[src/rtl/obstacle_pkg.sv]
// Shared definitions for the obstacle collision scanner: coordinate widths
// and the scan FSM state encoding.
package obstacle_pkg;

  // Screen coordinates, sizes and offsets are 10-bit pixel values.
  localparam int COORD_W = 10;

  // Box edges need one more bit: a centre plus a half-size, or a corner plus a
  // width, can reach past 1023 without wrapping.
  localparam int EXT_W   = COORD_W + 1;

  typedef enum logic [1:0] {
    ST_IDLE  = 2'd0,
    ST_LATCH = 2'd1,
    ST_CHECK = 2'd2,
    ST_DONE  = 2'd3
  } state_t;

endpackage

[src/rtl/box_overlap.sv]
// Combinational overlap test between two axis-aligned boxes given as inclusive
// edge coordinates. Box B may be flagged empty (zero width or height), in which
// case it never overlaps anything.
module box_overlap
  import obstacle_pkg::*;
(
  input  logic [EXT_W-1:0] i_a_left,
  input  logic [EXT_W-1:0] i_a_right,
  input  logic [EXT_W-1:0] i_a_top,
  input  logic [EXT_W-1:0] i_a_bottom,
  input  logic [EXT_W-1:0] i_b_left,
  input  logic [EXT_W-1:0] i_b_right,
  input  logic [EXT_W-1:0] i_b_top,
  input  logic [EXT_W-1:0] i_b_bottom,
  input  logic             i_b_empty,
  output logic             o_hit
);

  logic w_x_overlap;
  logic w_y_overlap;

  // Inclusive comparisons: boxes that share only an edge pixel still overlap.
  assign w_x_overlap = (i_a_left <= i_b_right)  && (i_b_left <= i_a_right);
  assign w_y_overlap = (i_a_top  <= i_b_bottom) && (i_b_top  <= i_a_bottom);

  assign o_hit = !i_b_empty && w_x_overlap && w_y_overlap;

endmodule

[src/rtl/obstacle_collide.sv]
// Per-frame collision scanner. On frame_start the player box and all obstacle
// boxes are snapshotted, then one obstacle per cycle is tested against the
// player through a single shared box_overlap instance. The result vector is
// published together with a one-cycle hit_valid pulse and held until the next
// scan completes.
module obstacle_collide
  import obstacle_pkg::*;
#(
  parameter int N_OBS = 4
)(
  input  logic                     Clk,
  input  logic                     Reset_n,
  input  logic                     frame_start,
  input  logic [COORD_W-1:0]       BallX,
  input  logic [COORD_W-1:0]       BallY,
  input  logic [COORD_W-1:0]       BallS,
  input  logic [COORD_W*N_OBS-1:0] ObsX_all,
  input  logic [COORD_W*N_OBS-1:0] ObsY_all,
  input  logic [COORD_W*N_OBS-1:0] ObsW_all,
  input  logic [COORD_W*N_OBS-1:0] ObsH_all,
  output logic [N_OBS-1:0]         hit_vec,
  output logic                     any_hit,
  output logic                     hit_valid,
  output logic                     busy,
  output logic                     overrun
);

  localparam int                IDX_W    = (N_OBS > 1) ? $clog2(N_OBS) : 1;
  localparam logic [IDX_W-1:0]  LAST_IDX = IDX_W'(N_OBS - 1);

  // Control state
  state_t             r_state;
  state_t             w_next_state;
  logic [IDX_W-1:0]   r_idx;
  logic [N_OBS-1:0]   r_scratch;
  logic [N_OBS-1:0]   r_hit_vec;
  logic               r_overrun;

  // Snapshot of the inputs taken in LATCH
  logic [COORD_W-1:0] r_ball_x;
  logic [COORD_W-1:0] r_ball_y;
  logic [COORD_W-1:0] r_ball_s;
  logic [COORD_W-1:0] r_obs_x [N_OBS];
  logic [COORD_W-1:0] r_obs_y [N_OBS];
  logic [COORD_W-1:0] r_obs_w [N_OBS];
  logic [COORD_W-1:0] r_obs_h [N_OBS];

  // Player box edges
  logic signed [EXT_W-1:0] w_pl_left_s;
  logic signed [EXT_W-1:0] w_pl_top_s;
  logic [EXT_W-1:0]        w_pl_left;
  logic [EXT_W-1:0]        w_pl_right;
  logic [EXT_W-1:0]        w_pl_top;
  logic [EXT_W-1:0]        w_pl_bottom;

  // Currently selected obstacle and its box edges
  logic [COORD_W-1:0]      w_obs_x;
  logic [COORD_W-1:0]      w_obs_y;
  logic [COORD_W-1:0]      w_obs_w;
  logic [COORD_W-1:0]      w_obs_h;
  logic [EXT_W-1:0]        w_ob_left;
  logic [EXT_W-1:0]        w_ob_right;
  logic [EXT_W-1:0]        w_ob_top;
  logic [EXT_W-1:0]        w_ob_bottom;
  logic                    w_ob_empty;
  logic                    w_hit;

  // ---------------------------------------------------------------------------
  // Player box: centre minus/plus half-size. The low edges can go negative
  // near the screen origin and are clamped to pixel 0; the high edges fit in
  // 11 bits unsigned without wrapping.
  // ---------------------------------------------------------------------------
  assign w_pl_left_s = $signed({1'b0, r_ball_x}) - $signed({1'b0, r_ball_s});
  assign w_pl_top_s  = $signed({1'b0, r_ball_y}) - $signed({1'b0, r_ball_s});
  assign w_pl_left   = w_pl_left_s[EXT_W-1] ? '0 : $unsigned(w_pl_left_s);
  assign w_pl_top    = w_pl_top_s[EXT_W-1]  ? '0 : $unsigned(w_pl_top_s);
  assign w_pl_right  = {1'b0, r_ball_x} + {1'b0, r_ball_s};
  assign w_pl_bottom = {1'b0, r_ball_y} + {1'b0, r_ball_s};

  // ---------------------------------------------------------------------------
  // Obstacle box for the current scan index. A zero width/height would make
  // the right/bottom edge land one pixel before the corner, so such boxes are
  // flagged empty instead of relying on the edge arithmetic.
  // ---------------------------------------------------------------------------
  assign w_obs_x     = r_obs_x[r_idx];
  assign w_obs_y     = r_obs_y[r_idx];
  assign w_obs_w     = r_obs_w[r_idx];
  assign w_obs_h     = r_obs_h[r_idx];
  assign w_ob_left   = {1'b0, w_obs_x};
  assign w_ob_top    = {1'b0, w_obs_y};
  assign w_ob_right  = {1'b0, w_obs_x} + {1'b0, w_obs_w} - EXT_W'(1);
  assign w_ob_bottom = {1'b0, w_obs_y} + {1'b0, w_obs_h} - EXT_W'(1);
  assign w_ob_empty  = (w_obs_w == '0) || (w_obs_h == '0);

  box_overlap u_box_overlap (
    .i_a_left   (w_pl_left),
    .i_a_right  (w_pl_right),
    .i_a_top    (w_pl_top),
    .i_a_bottom (w_pl_bottom),
    .i_b_left   (w_ob_left),
    .i_b_right  (w_ob_right),
    .i_b_top    (w_ob_top),
    .i_b_bottom (w_ob_bottom),
    .i_b_empty  (w_ob_empty),
    .o_hit      (w_hit)
  );

  // FSM state register.
  always_ff @(posedge Clk or negedge Reset_n) begin
    if (!Reset_n) begin
      r_state <= ST_IDLE;
    end else begin
      r_state <= w_next_state;
    end
  end

  // FSM next-state logic: one LATCH cycle, N_OBS CHECK cycles, one DONE cycle.
  always_comb begin
    w_next_state = r_state;
    case (r_state)
      ST_IDLE:  if (frame_start) w_next_state = ST_LATCH;
      ST_LATCH: w_next_state = ST_CHECK;
      ST_CHECK: if (r_idx == LAST_IDX) w_next_state = ST_DONE;
      ST_DONE:  w_next_state = ST_IDLE;
      default:  w_next_state = ST_IDLE;
    endcase
  end

  // FSM outputs: during DONE the fresh scratch result is presented directly so
  // hit_vec is already valid in the hit_valid cycle; afterwards the held copy.
  always_comb begin
    busy      = (r_state != ST_IDLE);
    hit_valid = (r_state == ST_DONE);
    hit_vec   = (r_state == ST_DONE) ? r_scratch : r_hit_vec;
    any_hit   = |hit_vec;
    overrun   = r_overrun;
  end

  // Scan index and scratch result vector, one obstacle bit written per CHECK cycle.
  always_ff @(posedge Clk or negedge Reset_n) begin
    if (!Reset_n) begin
      r_idx     <= '0;
      r_scratch <= '0;
    end else begin
      case (r_state)
        ST_LATCH: begin
          r_idx     <= '0;
          r_scratch <= '0;
        end
        ST_CHECK: begin
          r_scratch[r_idx] <= w_hit;
          r_idx            <= (r_idx == LAST_IDX) ? '0 : r_idx + IDX_W'(1);
        end
        default: begin
          r_idx <= '0;
        end
      endcase
    end
  end

  // Held result: captured at the end of DONE and kept until the next DONE.
  always_ff @(posedge Clk or negedge Reset_n) begin
    if (!Reset_n) begin
      r_hit_vec <= '0;
    end else if (r_state == ST_DONE) begin
      r_hit_vec <= r_scratch;
    end
  end

  // Overrun flag: set by a frame_start that arrives while a scan is running,
  // cleared by the next frame_start that is actually accepted.
  always_ff @(posedge Clk or negedge Reset_n) begin
    if (!Reset_n) begin
      r_overrun <= 1'b0;
    end else if (frame_start) begin
      r_overrun <= (r_state != ST_IDLE);
    end
  end

  // Input snapshot taken in LATCH; pure data, so no reset is needed.
  always_ff @(posedge Clk) begin
    if (r_state == ST_LATCH) begin
      r_ball_x <= BallX;
      r_ball_y <= BallY;
      r_ball_s <= BallS;
      for (int i = 0; i < N_OBS; i++) begin
        r_obs_x[i] <= ObsX_all[i*COORD_W +: COORD_W];
        r_obs_y[i] <= ObsY_all[i*COORD_W +: COORD_W];
        r_obs_w[i] <= ObsW_all[i*COORD_W +: COORD_W];
        r_obs_h[i] <= ObsH_all[i*COORD_W +: COORD_W];
      end
    end
  end

endmodule

[config.mk]
export PLATFORM = sky130hd
export DESIGN_NAME = obstacle_collide
export DESIGN_NICKNAME = d
export VERILOG_FILES = /design/src/rtl/obstacle_pkg.sv /design/src/rtl/box_overlap.sv /design/src/rtl/obstacle_collide.sv
export SDC_FILE = /design/constraint.sdc
export NUM_CORES = 1
export LEC_CHECK = 0
export BUFFER_PORTS_ARGS = -buffer_cell sky130_fd_sc_hd__buf_2
export CAP_MARGIN = 0
export CORE_ASPECT_RATIO = 0.8
export CORE_MARGIN = 3
export CORE_UTILIZATION = 51
export DETAILED_ROUTE_END_ITERATION = 12
export PLACE_DENSITY = 0.74
export SETUP_SLACK_MARGIN = 0.4
export SLEW_MARGIN = 20
export SYNTH_ARGS = -nofsm -noshare
export SYNTH_HDL_FRONTEND = slang
export SYNTH_SLANG_ARGS = --single-unit
[constraint.sdc]
create_clock -name Clk -period 14.5 [get_ports Clk]
set_input_delay 2.9 -clock Clk [delete_from_list [all_inputs] [get_ports Clk]]
set_output_delay 2.9 -clock Clk [all_outputs]
set_load 0.02 [all_outputs]
==> metrics.yaml, run 1 <==
cp_num_buf_inv: 4
yosys_register_bits: 203
cts_tree: "yes"
grt_max_degree: 94
fin_crit_sh: 0.367
nNetsFinal: 1379
grt_pass1_wl_mm: 39.5
dp_cells: 1329
critical_path.top_delay_family: "compound AO/OA/AOI/OAI gates"
post-route-min-period_ns: 5.32
dieArea_mm2: 0.0241
final_max_slew_viol_count: 0
netSwitchingFraction: 0.420
reg2regPathDepth: 22
cp_max_fo: 25
insertion_delay_ns: 0.52
seq_power_share: 0.262
drtPass1Iterations: 7
crit_required_ns: 14.96
finish.instance_area_mm2: 0.0134
cp-startpoint: "r_idx[0]"
clk_path_buf_depth: 3
grt_usage: 0.207
core_area_mm2: 0.0217
dpl_cell_area_mm2: 0.0126
antenna_found_initial: 7
outcome: "finished clean"
crit_end: "r_scratch[1]"
area_growth_pct: 18.1
dp_hpwl_mm: 18.8
synthesis.nets: 1172
worst-setup-path-type: "flip-flop to flip-flop"
timing.slew.headroom: 0.446
drt_iter0_markers: 428
clock_sinks: 203
synth_ff_type: "edfxtp_1"
hold_buffers: 0
vdd_drop_max_uv: 119
cp_cell_sequence: "buf_4 > mux4_1 > inv_1 > ha_1 > inv_1 > ha_1 > inv_1 > fa_1 > nor2b_1 > o21ai_0 > a21boi_0 > o21a_1 > nor2_1 > o21ai_0 > xnor2_1 > ha_1 > nor4_1 > o21ai_0 > nor2_1 > nor4_2 > a2111oi_4 > a22o_1"
cap_violations: 0
ys_types: 68
max_freq_mhz: 188
cp.depth: 22
p_leak_uw: 0.00566
internal_power_uw: 2120
routed_via_density: 5.26
combPwrFrac: 0.580
row_count: 48
wl_mm: 24.6
fin_setup_tns_ns: 0
initial_core_util: 0.522
power_switching_uw: 1530
grt_pass1_vias: 7499
die_h_um: 139
startpoint_type: "flip-flop"
drive_gt1_frac: 0.266
final-setup-viol-count: 0
endpoint_kind: "flip-flop"
reg2reg_from: "r_idx[0]"
r2r-end: "r_scratch[1]"
instances_no_fill: 1372
finalClockSkew_ns: 0.00579
io_buffer_count: 200
synth_cells: 846
final_common_cell: "buf_2"
num_vias: 7216
critical_path_arrival_ns: 5.78
antenna_left: 0
wl_per_cell_um: 17.9
hold_viol_final: 0
mappedNetlistArea_mm2: 0.0113
drc: 0
htreeDepth: 1
critPathMaxStageDelay_ns: 0.71
hp-class: "flip-flop to flip-flop"
powerDensity_mw_per_mm2: 272
cts_made_buffers: 22
ys_warn_count: 0
routabilityCongestion: 0.922
clockPowerShare: 0.158
holdWs_ns: 0.506
fin_util: 0.616
grt_overflow: 0
worst_pin_slew_ns: 0.831
final_cell_mix: "200 x buf_2, 190 x edfxtp_1, 126 x ha_1"
async_flop_share: 0.0640
cp_slowest_cell: "dfrtp_2"
synth-seq-area-share: 0.532
ctsResizeCount: 0
clkTransAtPathRegs_ns: 0.06
ios: 201
synth_edf_count: 190
post-cts-setup-buffer-count: 0
rsz0062_at_grt: "no"
fillers: 1732
cts-root-buf: "clkbuf_16"
worst-r2r-setup-slack_ns: 9.18
avgSynthCellArea_um2: 13.4
fp.dieW_um: 173
## cell usage after synthesis, types with 3 or more instances
cell | n | share of area
or4_1 | 3 | 0.0020
a21o_1 | 7 | 0.0046
ha_1 | 127 | 0.14
nor2_1 | 52 | 0.017
xor2_1 | 15 | 0.012
and2_1 | 3 | 0.0017
a21oi_1 | 33 | 0.015
o211ai_1 | 3 | 0.0020
clkbuf_1 | 12 | 0.0040
nand4_1 | 9 | 0.0050
or2_2 | 3 | 0.0017
o21bai_1 | 5 | 0.0033
nand2b_1 | 6 | 0.0033
a31oi_1 | 4 | 0.0022
mux2i_1 | 4 | 0.0035
a211o_1 | 3 | 0.0023
nand3_1 | 9 | 0.0040
o21ai_1 | 3 | 0.0013
edfxtp_1 | 190 | 0.50
nand2_1 | 21 | 0.0069
inv_1 | 120 | 0.040
nor2b_1 | 11 | 0.0061
dfrtp_1 | 13 | 0.029
mux4_1 | 12 | 0.028
nor4_1 | 6 | 0.0033
o21a_1 | 6 | 0.0040
or3_1 | 4 | 0.0022
nor3_1 | 16 | 0.0071
a211oi_1 | 7 | 0.0046
a22o_1 | 4 | 0.0031
buf_6 | 3 | 0.0030
xnor2_1 | 23 | 0.018
fa_1 | 6 | 0.011
nand3b_1 | 4 | 0.0026
mux4_2 | 28 | 0.056
mux2_2 | 6 | 0.0060
o31a_1 | 3 | 0.0023
o21ai_0 | 24 | 0.011
## state kept, by name (all words and copies together), names as in the netlist
signal / count
r_obs_h: 40
r_obs_w: 40
r_obs_x: 40
r_obs_y: 40
r_ball_s: 10
r_ball_x: 10
r_ball_y: 10
r_hit_vec: 4
r_scratch: 4
r_idx: 2
r_state: 2
overrun: 1
## through the flow
| stage | power (µW) | setup WS (ns) |
|---|---|---|
| 2_1_floorplan | 2590 | 8.58 |
| 3_3_place_gp | 3000 | 9.28 |
| 3_5_place_dp | 3050 | 9.16 |
| 4_1_cts | 3660 | 9.14 |
| 5_1_grt | 4010 | 8.75 |
| 6_report | 3650 | 9.18 |
## power groups by stage
stage | registers (µW) | logic (µW) | clock network [µW]
2_1_floorplan | 970 | 1630 | 0
3_5_place_dp | 970 | 2080 | 0
3_3_place_gp | 965 | 2040 | 0
6_report | 957 | 2120 | 576
4_1_cts | 961 | 2110 | 589
5_1_grt | 977 | 2420 | 614
## final cells by class
| class | count | area, µm² | area share |
|---|---|---|---|
| inverters | 120 | 450 | 0.0336 |
| well taps | 300 | 375 | 0.0280 |
| repair buffers | 204 | 1030 | 0.0772 |
| diodes | 3 | 7.51 | 0.000560 |
| multi-input cells | 502 | 4750 | 0.354 |
| clock inverters | 14 | 188 | 0.0140 |
| flip-flops and latches | 203 | 6030 | 0.450 |
| clock buffers | 26 | 566 | 0.0422 |
## kinds of logic (layout without fill, tap and decap cells)
family,Yosys count,after routing,share of synthesized area
other cells,0,3,0
mux,50,50,0.0929
compound gates,125,125,0.0750
buf+inv,141,364,0.0511
xor+xnor,38,38,0.0293
fa+ha+maj,133,133,0.151
flops,203,203,0.532
simple gates,156,156,0.0695
## how the worst min path moves through the flow
| stage | endpoint | slack, ns | startpoint | cells after the start |
|---|---|---|---|---|
| finish | overrun | 0.51 | overrun | 1 |
| global route | r_hit_vec[3] | 0.53 | r_hit_vec[3] | 1 |
| floorplan | r_scratch[0] | 0.46 | r_scratch[0] | 1 |
| global placement | overrun | 0.49 | overrun | 1 |
| CTS | overrun | 0.52 | overrun | 1 |
| detailed placement | overrun | 0.50 | overrun | 1 |
## routing by layer
| metal | vias up | global-route usage | routed length (µm) |
|---|---|---|---|
| met1 | 3382 | 0.296 | 11400 |
| met3 | 43 | 0.0535 | 1680 |
| met4 | 10 | 0.0516 | 595 |
| met2 | 221 | 0.322 | 10900 |
| li1 | 3560 | - | - |
| met5 | - | 0 | 52 |
Note: power is estimated with default switching activity, not from simulation.
==> run 2, diff against run 1 <==
--- a/config.mk
+++ b/config.mk
@@ -11,7 +11,7 @@
 export CORE_MARGIN = 3
 export CORE_UTILIZATION = 51
 export DETAILED_ROUTE_END_ITERATION = 12
-export PLACE_DENSITY = 0.74
+export PLACE_DENSITY = 0.77
 export SETUP_SLACK_MARGIN = 0.4
 export SLEW_MARGIN = 20
 export SYNTH_ARGS = -nofsm -noshare
==> constraint.sdc (replaced) <==
create_clock -name Clk -period 4.45 [get_ports Clk]
set_input_delay 0.89 -clock Clk [delete_from_list [all_inputs] [get_ports Clk]]
set_output_delay 0.89 -clock Clk [all_outputs]
set_load 0.02 [all_outputs]
==> run 2 against run 1 <==
Against the previous run: routed wire length grew 4.0%; non-clock buffer count up 36; maximum frequency up 20%; register-to-register slack worse by 9.2 ns; cell count up 2.3%; first-iteration DRC count increased by 37%; die area unchanged; clock-buffer cell count grew 3; critical path type unchanged; critical endpoint unchanged.
==> metrics.yaml, run 2 (synthesis gave the netlist of run 1 again) <==
die_h_um: 139  # unchanged
grt_pass1_vias: 7540  # was 7499
area_growth_pct: 22.5  # was 18.1%
insertion_delay_ns: 0.50  # was 0.52 ns
hold_viol_final: 0  # unchanged
finalClockSkew_ns: 0.00816  # was 0.00579 ns
routabilityCongestion: 0.926  # was 0.922
max_freq_mhz: 226  # was 188 MHz
drt_iter0_markers: 587  # was 428
post-route-min-period_ns: 4.42  # was 5.32 ns
io_buffer_count: 200  # unchanged
worst-r2r-setup-slack_ns: 0.03  # was 9.18 ns
grt_usage: 0.210  # was 0.207
startpoint_type: "flip-flop"  # unchanged
antenna_left: 0  # unchanged
worst-setup-path-type: "flip-flop to flip-flop"  # unchanged
cap_violations: 0  # unchanged
critical_path_arrival_ns: 4.86  # was 5.78 ns
dpl_cell_area_mm2: 0.0128  # was 0.0126 mm²
final-setup-viol-count: 0  # unchanged
reg2reg_from: "r_idx[0]"  # unchanged
drc: 0  # unchanged
grt_pass1_wl_mm: 40.2  # was 39.5 mm
cts_made_buffers: 21  # was 22
endpoint_kind: "flip-flop"  # unchanged
htreeDepth: 1  # unchanged
num_vias: 7490  # was 7216
fin_crit_sh: 0.993  # was 0.367
diodes: 0  # was 3
dp_hpwl_mm: 19.4  # was 18.8 mm
hp-class: "input pin to async pin"  # was flip-flop to flip-flop
cp_max_fo: 5  # was 25
row_count: 48  # unchanged
finish.instance_area_mm2: 0.0139  # was 0.0134 mm²
r2r-end: "r_scratch[1]"  # unchanged
antenna_found_initial: 2  # was 7
wl_per_cell_um: 18.2  # was 17.9 µm
cp_cell_sequence: "buf_6 > buf_12 > mux4_2 > inv_4 > ha_4 > inv_2 > ha_4 > inv_2 > fa_2 > nor2b_2 > o21ai_2 > nand2b_1 > a21o_1 > a21o_1 > a31oi_1 > xor2_1 > ha_1 > nand2_1 > o32ai_2 > a211o_1 > a31oi_4 > a2111oi_4 > a22o_1"  # was buf_4 > mux4_1 > inv_1 > ha_1 > inv_1 > ha_1 > inv_1 > fa_1 > nor2b_1 > o21ai_0 > a21boi_0 > o21a_1 > nor2_1 > o21ai_0 > xnor2_1 > ha_1 > nor4_1 > o21ai_0 > nor2_1 > nor4_2 > a2111oi_4 > a22o_1
core_area_mm2: 0.0217  # unchanged
worst_pin_slew_ns: 0.938  # was 0.831 ns
final_common_cell: "buf_2"  # unchanged
clock_sinks: 203  # unchanged
crit_required_ns: 4.89  # was 14.96 ns
rsz0062_at_grt: "yes"  # was no
initial_core_util: 0.522  # unchanged
ios: 201  # unchanged
clk_path_buf_depth: 3  # unchanged
grt_max_degree: 87  # was 94
final_max_slew_viol_count: 0  # unchanged
fp.dieW_um: 173  # unchanged
cts_tree: "yes"  # unchanged
dieArea_mm2: 0.0241  # unchanged
critPathMaxStageDelay_ns: 0.55  # was 0.71 ns
final_cell_mix: "200 x buf_2, 190 x edfxtp_1, 113 x ha_1"  # was 200 x buf_2, 190 x edfxtp_1, 126 x ha_1
grt_overflow: 0  # unchanged
clkTransAtPathRegs_ns: 0.06  # about the same
wl_mm: 25.6  # was 24.6 mm
cp_slowest_cell: "mux4_2"  # was dfrtp_2
reg2regPathDepth: 23  # was 22
drtPass1Iterations: 7  # unchanged
drive_gt1_frac: 0.340  # was 0.266
outcome: "finished clean"  # unchanged
routed_via_density: 5.34  # was 5.26
timing.slew.headroom: 0.375  # was 0.446
cts-root-buf: "clkbuf_16"  # unchanged
nNetsFinal: 1414  # was 1379
run 2: cell type report:
cell class / instances / area [µm²]
well taps: 300 / 375
inverters: 120 / 458
clock buffers: 29 / 576
clock inverters: 9 / 82.6
multi-input cells: 502 / 4950
fillers: 1601 / 7840
flip-flops and latches: 203 / 6030
repair buffers: 240 / 1420
run 2: stage by stage:
| stage | hold slack (ns) | worst slack (ns) | utilization | TNS [ns] | std cells |
|---|---|---|---|---|---|
| detailed placement | 0.492 | -0.152 | 0.590 | -0.536 | 1346 |
| global placement | 0.487 | 0.0463 | 0.590 | 0 | 1346 |
| global route | 0.260 | -0.193 | 0.639 | -0.729 | 1403 |
| CTS | 0.245 | 0.0138 | 0.630 | 0 | 1399 |
| floorplan | 0.460 | 0.145 | - | 0 | 846 |
| finish | 0.264 | 0.0303 | 0.639 | 0 | 1403 |
run 2: worst max-delay path by stage:
stage | cells after the start | to | slack, ns | startpoint
after global placement | 22 | r_scratch[1] | 0.05 | r_idx[0]
after global routing | 23 | r_scratch[0] | -0.19 | r_idx[0]
after floorplan | 25 | r_scratch[0] | 0.15 | r_idx[0]
final | 23 | r_scratch[1] | 0.03 | r_idx[0]
after detailed placement | 20 | r_scratch[0] | -0.15 | r_idx[0]
after CTS | 23 | r_scratch[1] | 0.01 | r_idx[0]
run 2: timing repair:
item / CTS / global route
hold endpoints to repair: 0 / 0
setup buffers: 14 / 4
resized for setup: 35 / 40
hold buffers: 0 / 0
setup endpoints to repair: 4 / 4
gates cloned: 1 / 0
pin swaps: 18 / 32
run 2: per-layer routing:
metal | vias to the layer above | GRT usage | routed length, µm
met5 | - | 0 | 27
met4 | 4 | 0.0431 | 467
met3 | 37 | 0.0475 | 1900
met2 | 258 | 0.326 | 11300
met1 | 3579 | 0.309 | 11900
li1 | 3612 | - | -
run 2: worst max-delay path: cells and delay by family, from the launching register on:
kind	cells	cell delay [ns]
and+or+nand+nor	3	0.20
DFF	1	0.45
muxes	1	0.55
adders and majority gates	4	0.79
AOI/OAI and AO/OA	9	1.85
buffers and inverters	5	0.44
xor gates and xnor gates	1	0.09
Power of run 2 is left out: the tool's default activity adds up to more than one toggle a clock period on the data nets, which glitch-free logic cannot reach.
==> run 3, diff against run 2 <==
--- a/config.mk
+++ b/config.mk
@@ -8,7 +8,7 @@
 export BUFFER_PORTS_ARGS = -buffer_cell sky130_fd_sc_hd__buf_2
 export CAP_MARGIN = 0
 export CORE_ASPECT_RATIO = 0.8
-export CORE_MARGIN = 3
+export CORE_MARGIN = 10
 export CORE_UTILIZATION = 51
 export DETAILED_ROUTE_END_ITERATION = 12
 export PLACE_DENSITY = 0.77
==> run 3 against run 2 <==
Against the previous run: flip-flop and latch count stayed put; via count is 0.45% higher; critical path depth is 1 lower; maximum frequency is 0.82% higher; setup slack better by 0.036 ns; critical path type unchanged.
==> metrics.yaml, run 3 (synthesis gave the netlist of run 1 again) <==
final_max_slew_viol_count: 0  # unchanged
startpoint_type: "flip-flop"  # unchanged
clock_sinks: 203  # unchanged
wl_per_cell_um: 19.7  # was 18.2 µm
cp_slowest_cell: "mux4_2"  # unchanged
drt_iter0_markers: 563  # was 587
row_count: 48  # unchanged
nNetsFinal: 1418  # was 1414
grt_max_degree: 79  # was 87
cp_max_fo: 5  # unchanged
critical_path_arrival_ns: 4.83  # was 4.86 ns
ios: 201  # unchanged
cts_made_buffers: 21  # unchanged
rsz0062_at_grt: "yes"  # unchanged
grt_use_met3: 0.0439  # was 0.0475
worst-r2r-setup-slack_ns: 0.07  # was 0.03 ns
final_cell_mix: "200 x buf_2, 190 x edfxtp_1, 115 x ha_1"  # was 200 x buf_2, 190 x edfxtp_1, 113 x ha_1
fin_ws_ns: 0.0662  # was 0.0303 ns
grt_usage: 0.189  # was 0.210
drive_gt1_frac: 0.341  # was 0.340
area_growth_pct: 23.1  # was 22.5%
dieArea_mm2: 0.0286  # was 0.0241 mm²
final-setup-viol-count: 0  # unchanged
dp_cells: 1339  # was 1346
met1_usage: 0.260  # was 0.309
htreeDepth: 1  # unchanged
routabilityCongestion: 0.930  # was 0.926
antenna_found_initial: 2  # unchanged
post-place-ws_ns: -0.0742  # was -0.152 ns
instances_no_fill: 1407  # was 1403
io_buffer_count: 200  # unchanged
cts_tree: "yes"  # unchanged
hold_viol_final: 0  # unchanged
cp_cell_sequence: "buf_12 > mux4_2 > inv_2 > ha_4 > inv_4 > ha_4 > inv_2 > fa_2 > nor2b_4 > o21ai_2 > nand2b_1 > a21o_1 > a21o_1 > a31oi_1 > xor2_1 > ha_1 > nand2_1 > o32ai_2 > a211o_1 > a31oi_2 > a2111oi_4 > a22o_1"  # was buf_6 > buf_12 > mux4_2 > inv_4 > ha_4 > inv_2 > ha_4 > inv_2 > fa_2 > nor2b_2 > o21ai_2 > nand2b_1 > a21o_1 > a21o_1 > a31oi_1 > xor2_1 > ha_1 > nand2_1 > o32ai_2 > a211o_1 > a31oi_4 > a2111oi_4 > a22o_1
post-route-min-period_ns: 4.38  # was 4.42 ns
final_common_cell: "buf_2"  # unchanged
globalRouteMet2Util: 0.296  # was 0.326
insertion_delay_ns: 0.51  # was 0.50 ns
crit_required_ns: 4.90  # was 4.89 ns
outcome: "finished clean"  # unchanged
dp_hpwl_mm: 20.7  # was 19.4 mm
timing.slew.headroom: 0.300  # was 0.375
antenna_left: 0  # unchanged
fin_crit_sh: 0.985  # was 0.993
max_freq_mhz: 228  # was 226 MHz
die_h_um: 153  # was 139 µm
diodes: 0  # unchanged
fp.dieW_um: 187  # was 173 µm
cts-root-buf: "clkbuf_16"  # unchanged
routed_via_density: 5.35  # was 5.34
worst_pin_slew_ns: 1.05  # was 0.938 ns
critical_path.top_delay_family: "compound AO/OA/AOI/OAI gates"  # unchanged
clkTransAtPathRegs_ns: 0.06  # about the same
critPathMaxStageDelay_ns: 0.53  # was 0.55 ns
grt_pass1_wl_mm: 43.3  # was 40.2 mm
core_area_mm2: 0.0217  # unchanged
fillers: 1646  # was 1601
clk_path_buf_depth: 3  # unchanged
worst-setup-path-type: "flip-flop to flip-flop"  # unchanged
grt_pass1_vias: 8004  # was 7540
wl_mm: 27.7  # was 25.6 mm
cap_violations: 0  # unchanged
grt_most_used_layer: "met2"  # unchanged
cp_num_buf_inv: 4  # was 5
initial_core_util: 0.522  # unchanged
grt_overflow: 0  # unchanged
drtPass1Iterations: 5  # was 7
hp-class: "input pin to async pin"  # unchanged
num_vias: 7524  # was 7490
endpoint_kind: "flip-flop"  # unchanged
finalClockSkew_ns: 0.0116  # was 0.00816 ns
drc: 0  # unchanged
hold_buffers: 0  # unchanged
run 3: layout make-up:
cell class / count / area (µm²) / share of cell area
clock buffers: 24 / 537 / 0.0384
clock inverters: 14 / 131 / 0.00940
inverters: 120 / 453 / 0.0324
multi-input cells: 502 / 4950 / 0.355
flip-flops and latches: 203 / 6030 / 0.432
well taps: 300 / 375 / 0.0269
repair buffers: 244 / 1490 / 0.106
run 3: metal layers:
layer / vias up / share of wire
li1: 3622 / -
met1: 3604 / 0.46
met2: 253 / 0.45
met3: 41 / 0.068
met4: 4 / 0.021
met5: - / 0.00087
run 3: path summary, 6_finish.rpt:
| check | cells past startpoint | startpoint | to |
|---|---|---|---|
| max | 22 | r_idx[0] | r_scratch[0] |
| min | 1 | Reset_n | r_scratch[3] |
| min reg2reg | 1 | r_hit_vec[2] | r_hit_vec[2] |
| min in group Clk | 1 | r_hit_vec[2] | r_hit_vec[2] |
| max reg2reg | 22 | r_idx[0] | r_scratch[0] |
| max in group asynchronous | 1 | Reset_n | r_idx[0] |
run 3: repair_timing:
action,in CTS,in global routing
gates resized for setup,57,16
endpoints found under the setup margin,4,4
cloned,1,0
setup buffers,25,4
pin swaps,33,25
run 3: through the flow:
| stage | util | area [µm²] | hold slack, ns | setup TNS [ns] |
|---|---|---|---|---|
| 2_1_floorplan | - | 11400 | 0.460 | 0 |
| 3_3_place_gp | 0.588 | 12800 | 0.490 | 0 |
| 3_5_place_dp | 0.588 | 12800 | 0.498 | -0.254 |
| 4_1_cts | 0.639 | 13900 | 0.246 | 0 |
| 5_1_grt | 0.643 | 14000 | 0.262 | -0.423 |
| 6_report | 0.643 | 14000 | 0.268 | 0 |
Power of run 3 is left out for the same reason.
